**src/rtl/wb_merge_if.sv**
```systemverilog
// Completion-source and register-file write bundle for wb_merge.
// The master side produces completions and observes the regfile write; the slave side is the merge unit.
interface wb_merge_if #(
  parameter int XLEN    = 32,
  parameter int NUM_SRC = 2
);
  localparam int OFFW = $clog2(XLEN / 8);

  logic [NUM_SRC-1:0]           src_valid;
  logic [NUM_SRC-1:0]           src_ready;
  logic [NUM_SRC-1:0][4:0]      src_rd;
  logic [NUM_SRC-1:0][XLEN-1:0] src_data;
  logic [NUM_SRC-1:0]           src_is_load;
  logic [NUM_SRC-1:0][2:0]      src_funct3;
  logic [NUM_SRC-1:0][OFFW-1:0] src_off;

  logic                         rf_we;
  logic [4:0]                   rf_rd;
  logic [XLEN-1:0]              rf_data;

  modport master (
    output src_valid, src_rd, src_data, src_is_load, src_funct3, src_off,
    input  src_ready, rf_we, rf_rd, rf_data
  );

  modport slave (
    input  src_valid, src_rd, src_data, src_is_load, src_funct3, src_off,
    output src_ready, rf_we, rf_rd, rf_data
  );
endinterface

```
**src/rtl/wb_merge.sv**
```systemverilog
// Write-back merge: per-source completion FIFOs, round-robin pick of one head per cycle,
// load byte/half/word extraction, and a registered single-port regfile write.
module wb_merge #(
  parameter int XLEN    = 32,
  parameter int NUM_SRC = 2,
  parameter int DEPTH   = 2
) (
  input  logic         clk,
  input  logic         rst,
  input  logic         flush,
  wb_merge_if.slave    bus
);
  localparam int OFFW = $clog2(XLEN / 8);
  localparam int PTRW = $clog2(DEPTH);
  localparam int CNTW = $clog2(DEPTH + 1);
  localparam int RRW  = $clog2(NUM_SRC);

  localparam logic [CNTW-1:0] FULL_CNT = CNTW'(DEPTH);
  localparam logic [RRW:0]    NSRC     = (RRW + 1)'(NUM_SRC);
  localparam logic [RRW-1:0]  LAST_SRC = RRW'(NUM_SRC - 1);

  typedef struct packed {
    logic [4:0]      rd;
    logic [XLEN-1:0] data;
    logic            is_load;
    logic [2:0]      funct3;
    logic [OFFW-1:0] off;
  } entry_t;

  entry_t          mem    [NUM_SRC][DEPTH];
  logic [PTRW-1:0] wr_ptr [NUM_SRC];
  logic [PTRW-1:0] rd_ptr [NUM_SRC];
  logic [CNTW-1:0] count  [NUM_SRC];
  logic [RRW-1:0]  rr_ptr;

  logic [NUM_SRC-1:0] ready;
  logic [NUM_SRC-1:0] push;
  logic [NUM_SRC-1:0] pop;
  logic               grant_valid;
  logic [RRW-1:0]     grant_idx;
  logic [RRW:0]       cand;
  entry_t             head;

  logic               we_q;
  logic [4:0]         rd_q;
  logic [XLEN-1:0]    data_q;

  // Ready looks only at stored occupancy, so a full FIFO refuses even when it is popped this cycle.
  always_comb begin
    for (int i = 0; i < NUM_SRC; i++) begin
      ready[i] = (count[i] < FULL_CNT);
    end
  end

  assign push          = bus.src_valid & ready & {NUM_SRC{~flush}};
  assign bus.src_ready = ready;

  // NOTE: every always_comb output gets a default before any branch; otherwise a latch is inferred.
  always_comb begin
    grant_valid = 1'b0;
    grant_idx   = '0;
    cand        = '0;
    pop         = '0;
    for (int k = 0; k < NUM_SRC; k++) begin
      cand = {1'b0, rr_ptr} + (RRW + 1)'(k);
      if (cand >= NSRC) cand = cand - NSRC;
      if (!grant_valid && count[cand[RRW-1:0]] != '0) begin
        grant_valid = 1'b1;
        grant_idx   = cand[RRW-1:0];
      end
    end
    if (flush) grant_valid = 1'b0;
    if (grant_valid) pop[grant_idx] = 1'b1;
  end

  assign head = mem[grant_idx][rd_ptr[grant_idx]];

  function automatic logic [XLEN-1:0] extract(input entry_t e);
    logic [OFFW-1:0] off_h;
    logic [OFFW-1:0] off_w;
    logic [XLEN-1:0] sh_b;
    logic [XLEN-1:0] sh_h;
    logic [XLEN-1:0] sh_w;
    off_h      = e.off;
    off_h[0]   = 1'b0;
    off_w      = e.off;
    off_w[1:0] = 2'b00;
    sh_b       = e.data >> {e.off, 3'b000};
    sh_h       = e.data >> {off_h, 3'b000};
    sh_w       = e.data >> {off_w, 3'b000};
    extract    = e.data;
    if (e.is_load) begin
      case (e.funct3)
        3'b000: extract = XLEN'($signed(sh_b[7:0]));
        3'b100: extract = XLEN'(sh_b[7:0]);
        3'b001: extract = XLEN'($signed(sh_h[15:0]));
        3'b101: extract = XLEN'(sh_h[15:0]);
        // On a 32-bit datapath these are plain LW and keep the full word.
        3'b010: if (XLEN == 64) extract = XLEN'($signed(sh_w[31:0]));
        3'b110: if (XLEN == 64) extract = XLEN'(sh_w[31:0]);
        default: extract = e.data;
      endcase
    end
  endfunction

  // NOTE: FIFO storage has no reset; validity is carried entirely by the pointers and counts.
  always_ff @(posedge clk) begin
    for (int i = 0; i < NUM_SRC; i++) begin
      if (push[i]) begin
        mem[i][wr_ptr[i]] <= '{rd:      bus.src_rd[i],
                               data:    bus.src_data[i],
                               is_load: bus.src_is_load[i],
                               funct3:  bus.src_funct3[i],
                               off:     bus.src_off[i]};
      end
    end
  end

  // NOTE: sequential state uses non-blocking assignments so every register samples pre-edge values.
  always_ff @(posedge clk or negedge rst) begin
    if (!rst) begin
      for (int i = 0; i < NUM_SRC; i++) begin
        wr_ptr[i] <= '0;
        rd_ptr[i] <= '0;
        count[i]  <= '0;
      end
      rr_ptr <= '0;
      we_q   <= 1'b0;
      rd_q   <= '0;
      data_q <= '0;
    end else if (flush) begin
      for (int i = 0; i < NUM_SRC; i++) begin
        wr_ptr[i] <= '0;
        rd_ptr[i] <= '0;
        count[i]  <= '0;
      end
      we_q <= 1'b0;
    end else begin
      for (int i = 0; i < NUM_SRC; i++) begin
        if (push[i]) wr_ptr[i] <= wr_ptr[i] + PTRW'(1);
        if (pop[i])  rd_ptr[i] <= rd_ptr[i] + PTRW'(1);
        case ({push[i], pop[i]})
          2'b10:   count[i] <= count[i] + CNTW'(1);
          2'b01:   count[i] <= count[i] - CNTW'(1);
          default: count[i] <= count[i];
        endcase
      end
      we_q <= grant_valid && (head.rd != 5'd0);
      if (grant_valid) begin
        rr_ptr <= (grant_idx == LAST_SRC) ? '0 : grant_idx + RRW'(1);
        rd_q   <= head.rd;
        data_q <= extract(head);
      end
    end
  end

  assign bus.rf_we   = we_q;
  assign bus.rf_rd   = rd_q;
  assign bus.rf_data = data_q;
endmodule

```
**src/flat_wrapper.sv**
```systemverilog
// flat-port wrapper written by rule: the top's interface ports become plain ports
module wb_merge_flat 
#(
  parameter int XLEN    = 32,
  parameter int NUM_SRC = 2,
  parameter int DEPTH   = 2
)
  (clk, rst, flush, bus_src_valid, bus_src_rd, bus_src_data, bus_src_is_load, bus_src_funct3, bus_src_off, bus_src_ready, bus_rf_we, bus_rf_rd, bus_rf_data);
  wb_merge_if #(.XLEN(XLEN), .NUM_SRC(NUM_SRC)) bus_i ();
  input  logic clk;
  input  logic rst;
  input  logic flush;
  input wire logic [$bits(bus_i.src_valid)-1:0] bus_src_valid;
  input wire logic [$bits(bus_i.src_rd)-1:0] bus_src_rd;
  input wire logic [$bits(bus_i.src_data)-1:0] bus_src_data;
  input wire logic [$bits(bus_i.src_is_load)-1:0] bus_src_is_load;
  input wire logic [$bits(bus_i.src_funct3)-1:0] bus_src_funct3;
  input wire logic [$bits(bus_i.src_off)-1:0] bus_src_off;
  output wire logic [$bits(bus_i.src_ready)-1:0] bus_src_ready;
  output wire logic [$bits(bus_i.rf_we)-1:0] bus_rf_we;
  output wire logic [$bits(bus_i.rf_rd)-1:0] bus_rf_rd;
  output wire logic [$bits(bus_i.rf_data)-1:0] bus_rf_data;
  assign bus_i.src_valid = bus_src_valid;
  assign bus_i.src_rd = bus_src_rd;
  assign bus_i.src_data = bus_src_data;
  assign bus_i.src_is_load = bus_src_is_load;
  assign bus_i.src_funct3 = bus_src_funct3;
  assign bus_i.src_off = bus_src_off;
  assign bus_src_ready = bus_i.src_ready;
  assign bus_rf_we = bus_i.rf_we;
  assign bus_rf_rd = bus_i.rf_rd;
  assign bus_rf_data = bus_i.rf_data;
  wb_merge #(.XLEN(XLEN), .NUM_SRC(NUM_SRC), .DEPTH(DEPTH)) u_core (.clk(clk), .rst(rst), .flush(flush), .bus(bus_i));
endmodule
```
**config.mk**
```make
export PLATFORM = sky130hd
export DESIGN_NAME = wb_merge_flat
export DESIGN_NICKNAME = d
export VERILOG_FILES = /design/src/rtl/wb_merge_if.sv /design/src/rtl/wb_merge.sv /design/src/flat_wrapper.sv
export SDC_FILE = /design/constraint.sdc
export NUM_CORES = 1
export LEC_CHECK = 0
export CAP_MARGIN = 15
export CORE_MARGIN = 5
export CORE_UTILIZATION = 35
export CTS_CLUSTER_SIZE = 14
export DETAILED_ROUTE_END_ITERATION = 8
export GPL_TIMING_DRIVEN = 0
export PLACE_DENSITY = 0.61
export SLEW_MARGIN = 20
export SYNTH_ARGS = -nofsm -noshare
export SYNTH_HDL_FRONTEND = slang
export SYNTH_SLANG_ARGS = --single-unit
```
**constraint.sdc**
```tcl
create_clock -name clk -period 6.15 [get_ports clk]
set_clock_uncertainty 0.15 [all_clocks]
set_input_delay 1.5375 -clock clk [delete_from_list [all_inputs] [get_ports clk]]
set_output_delay 1.5375 -clock clk [all_outputs]
set_load 0.01 [all_outputs]
```
==> reports/results.ini <==
[final_layout]
area_delta_synth_final_pct=28.1
final_area_um2=12900
fin_nets=956
n_fill_cell=2618
final_core_util=0.453
drive_above_1_share=0.202

[placed_design]
gp_congestion=0.877
placed_area_um2=12000
portBuffers=129
dpl.hpwl_um=21000

[run]
drv_cap=0

[routing]
dr.pass1.iters=6
drt_first_iter_violations=405
ant_nets=0
wirelength_um=28200
via_per_inst=5.21
wl_per_cell_um=22.3
route.detailed.drc=0
vias=6603

[cts]
cts_hold_buf=0
clkLatencyLatePin_ps=530
post-cts-setup-buffers=0
cts_num_sinks=219
clockBufferDepth=3
cts_resized=0
cts_tree=yes
htreeDepth=1
cts_buffers=26
path_clk_slew_ps=60
clock_tree.root_cell=clkbuf_16

[critical_path]
worstSetupPathType=in2reg
worstSetupEndpointType=register
start_kind=input port
arrival_ps=3560
cp.required_ps=6240
crit-reg2reg-launch=u_core.count[1]
r2r_setup_slack_ps=3660
rr_worst_depth=6
crit_path_max_fanout=8
crit_start=bus_src_valid[1]

[sta]
post-route-min-period_ps=3470
whs_ps=324
finalSetupViolations=0
slew-limit-headroom=0.446
fin_crit_sh=0.564
slew_violations=0
max_freq_mhz=288
finalHoldViolCount=0
tightest_slew_ps=828
rsz0062_at_grt=no

[logic_synthesis]
async_flop_share=0.215
ys.flop_type=edfxtp_1
synth_commonest_cells=edfxtp_1, mux2i_1, nand2_1, dfrtp_1, mux2_2
syn_area_um2=10100
synth-edff-count=172
syn_avg_cell_area_um2=14.7
synth_seq_cells=219
synth_cells=687
synth_top_area_cell=edfxtp_1
ys.warnings.count=0
mappedNetlistNets=778
synth.most_common_cell=edfxtp_1
yosysSeqAreaShare=0.628
synth_area_leaders=edfxtp_1, dfrtp_1, mux2i_1
yosysTopAreaCellShare=0.512
synth_cell_types=72

[global_routing]
grt_first_pass_wirelength_um=42000
antenna_found_initial=1
grt_pass1_vias=6893
grt_max_degree=48
grt_overflow=0
grt.total_usage=0.168

[die]
dieArea_um2=32300
core_um2=28500
initial_core_util=0.353
die_width_um=180
dieHeight_um=180
ioPinCount=131
rows=62

[power_and_ir_drop]
p_per_area_nw_per_um2=351
vdd_drop_max_mv=0.177
p_leak_nw=4.67

[outcome]
status=completed

[worst_hold_path]
worstHoldStart=u_core.bus.rf_rd[2]
holdPathStages=2
hp-class=reg2reg

final timing paths:
check | to
worst max-delay path | u_core.mem[1][42]
worst min-delay path | u_core.bus.rf_rd[2]
worst max register to register | u_core.mem[1][42]
worst min register to register | u_core.bus.rf_rd[2]
max in group asynchronous | u_core.bus.rf_data[8]
min in group asynchronous | u_core.count[1]
cell usage in the layout (no fill, tap or decap), types with 7 or more instances in the layout:
cell type,netlist,layout
a211oi_1,7,7
a21oi_1,7,7
a221oi_1,14,14
a31oi_1,10,10
buf_2,10,10
buf_4,7,26
buf_6,17,20
clkbuf_1,4,8
clkbuf_16,0,26
clkdlybuf4s50_1,0,128
dfrtp_1,47,47
edfxtp_1,172,172
mux2_2,37,37
mux2i_1,102,102
nand2_1,63,63
nand3_1,16,16
nand3b_1,7,7
nand4_1,7,7
nor2_1,17,17
o2111ai_1,9,9
o221ai_1,8,8
o31ai_1,8,8
metal layers:
metal | vias to the layer above | share of wire | global-route usage
met3 | 43 | 0.053 | 0.0323
met5 | - | 0 | 0
met1 | 3292 | 0.45 | 0.230
met4 | 0 | 0.021 | 0.0421
li1 | 3053 | - | -
met2 | 215 | 0.48 | 0.276
critical path, cell delays in order:
cell and delay (ps):
clkdlybuf4s50_1 510, nand2_1 130, nor3b_2 720, buf_6 240, buf_4 210, buf_4 200
logic make-up (layout without fill, tap and decap cells):
logic type | Yosys count | count (layout) | share of synthesized area
simple gates | 167 | 167 | 0.0930
xor+xnor | 4 | 4 | 0.00347
buf+inv | 46 | 242 | 0.0358
mux | 143 | 143 | 0.151
compound gates | 108 | 108 | 0.0887
flops | 219 | 219 | 0.628
other cells | 0 | 1 | 0
sequential cells by signal (all words and copies together), names as in the netlist:
signal	cells
u_core.bus.rf_rd	5
u_core.count	4
u_core.bus.rf_data	32
u_core.wr_ptr	2
u_core.mem	172
u_core.rr_ptr	1
u_core.rd_ptr	2
u_core.bus.rf_we	1
stage by stage:
step                      std cells  total power, mW  setup TNS (ps)  worst slack (ps)
final                          1268             4.54               0              2680
after global routing           1268             4.72               0              2620
after CTS                      1267             4.58               0              2670
after detailed placement       1221             3.02               0              2110
after global placement         1200             3.01         -373800             -2430
after floorplan                 687             2.48               0               347
final cells by class:
type                       count  area [um2]  area share
clock inverter                11         141      0.0109
tap                          384         480      0.0372
multi-input combinational    422        3410       0.264
timing repair buffer         150        1460       0.113
sequential                   219        6340       0.491
antenna                        1        2.50    0.000194
clock buffer                  35         734      0.0568
buffer                        42         347      0.0268
inverter                       4        15.0     0.00116
power breakdown:
group          switching [mW]  internal [mW]
logic                   0.564          0.543
clock network           0.588          0.959
registers               0.128           1.76
total                    1.28           3.26
Note: power is estimated with default switching activity, not from simulation.
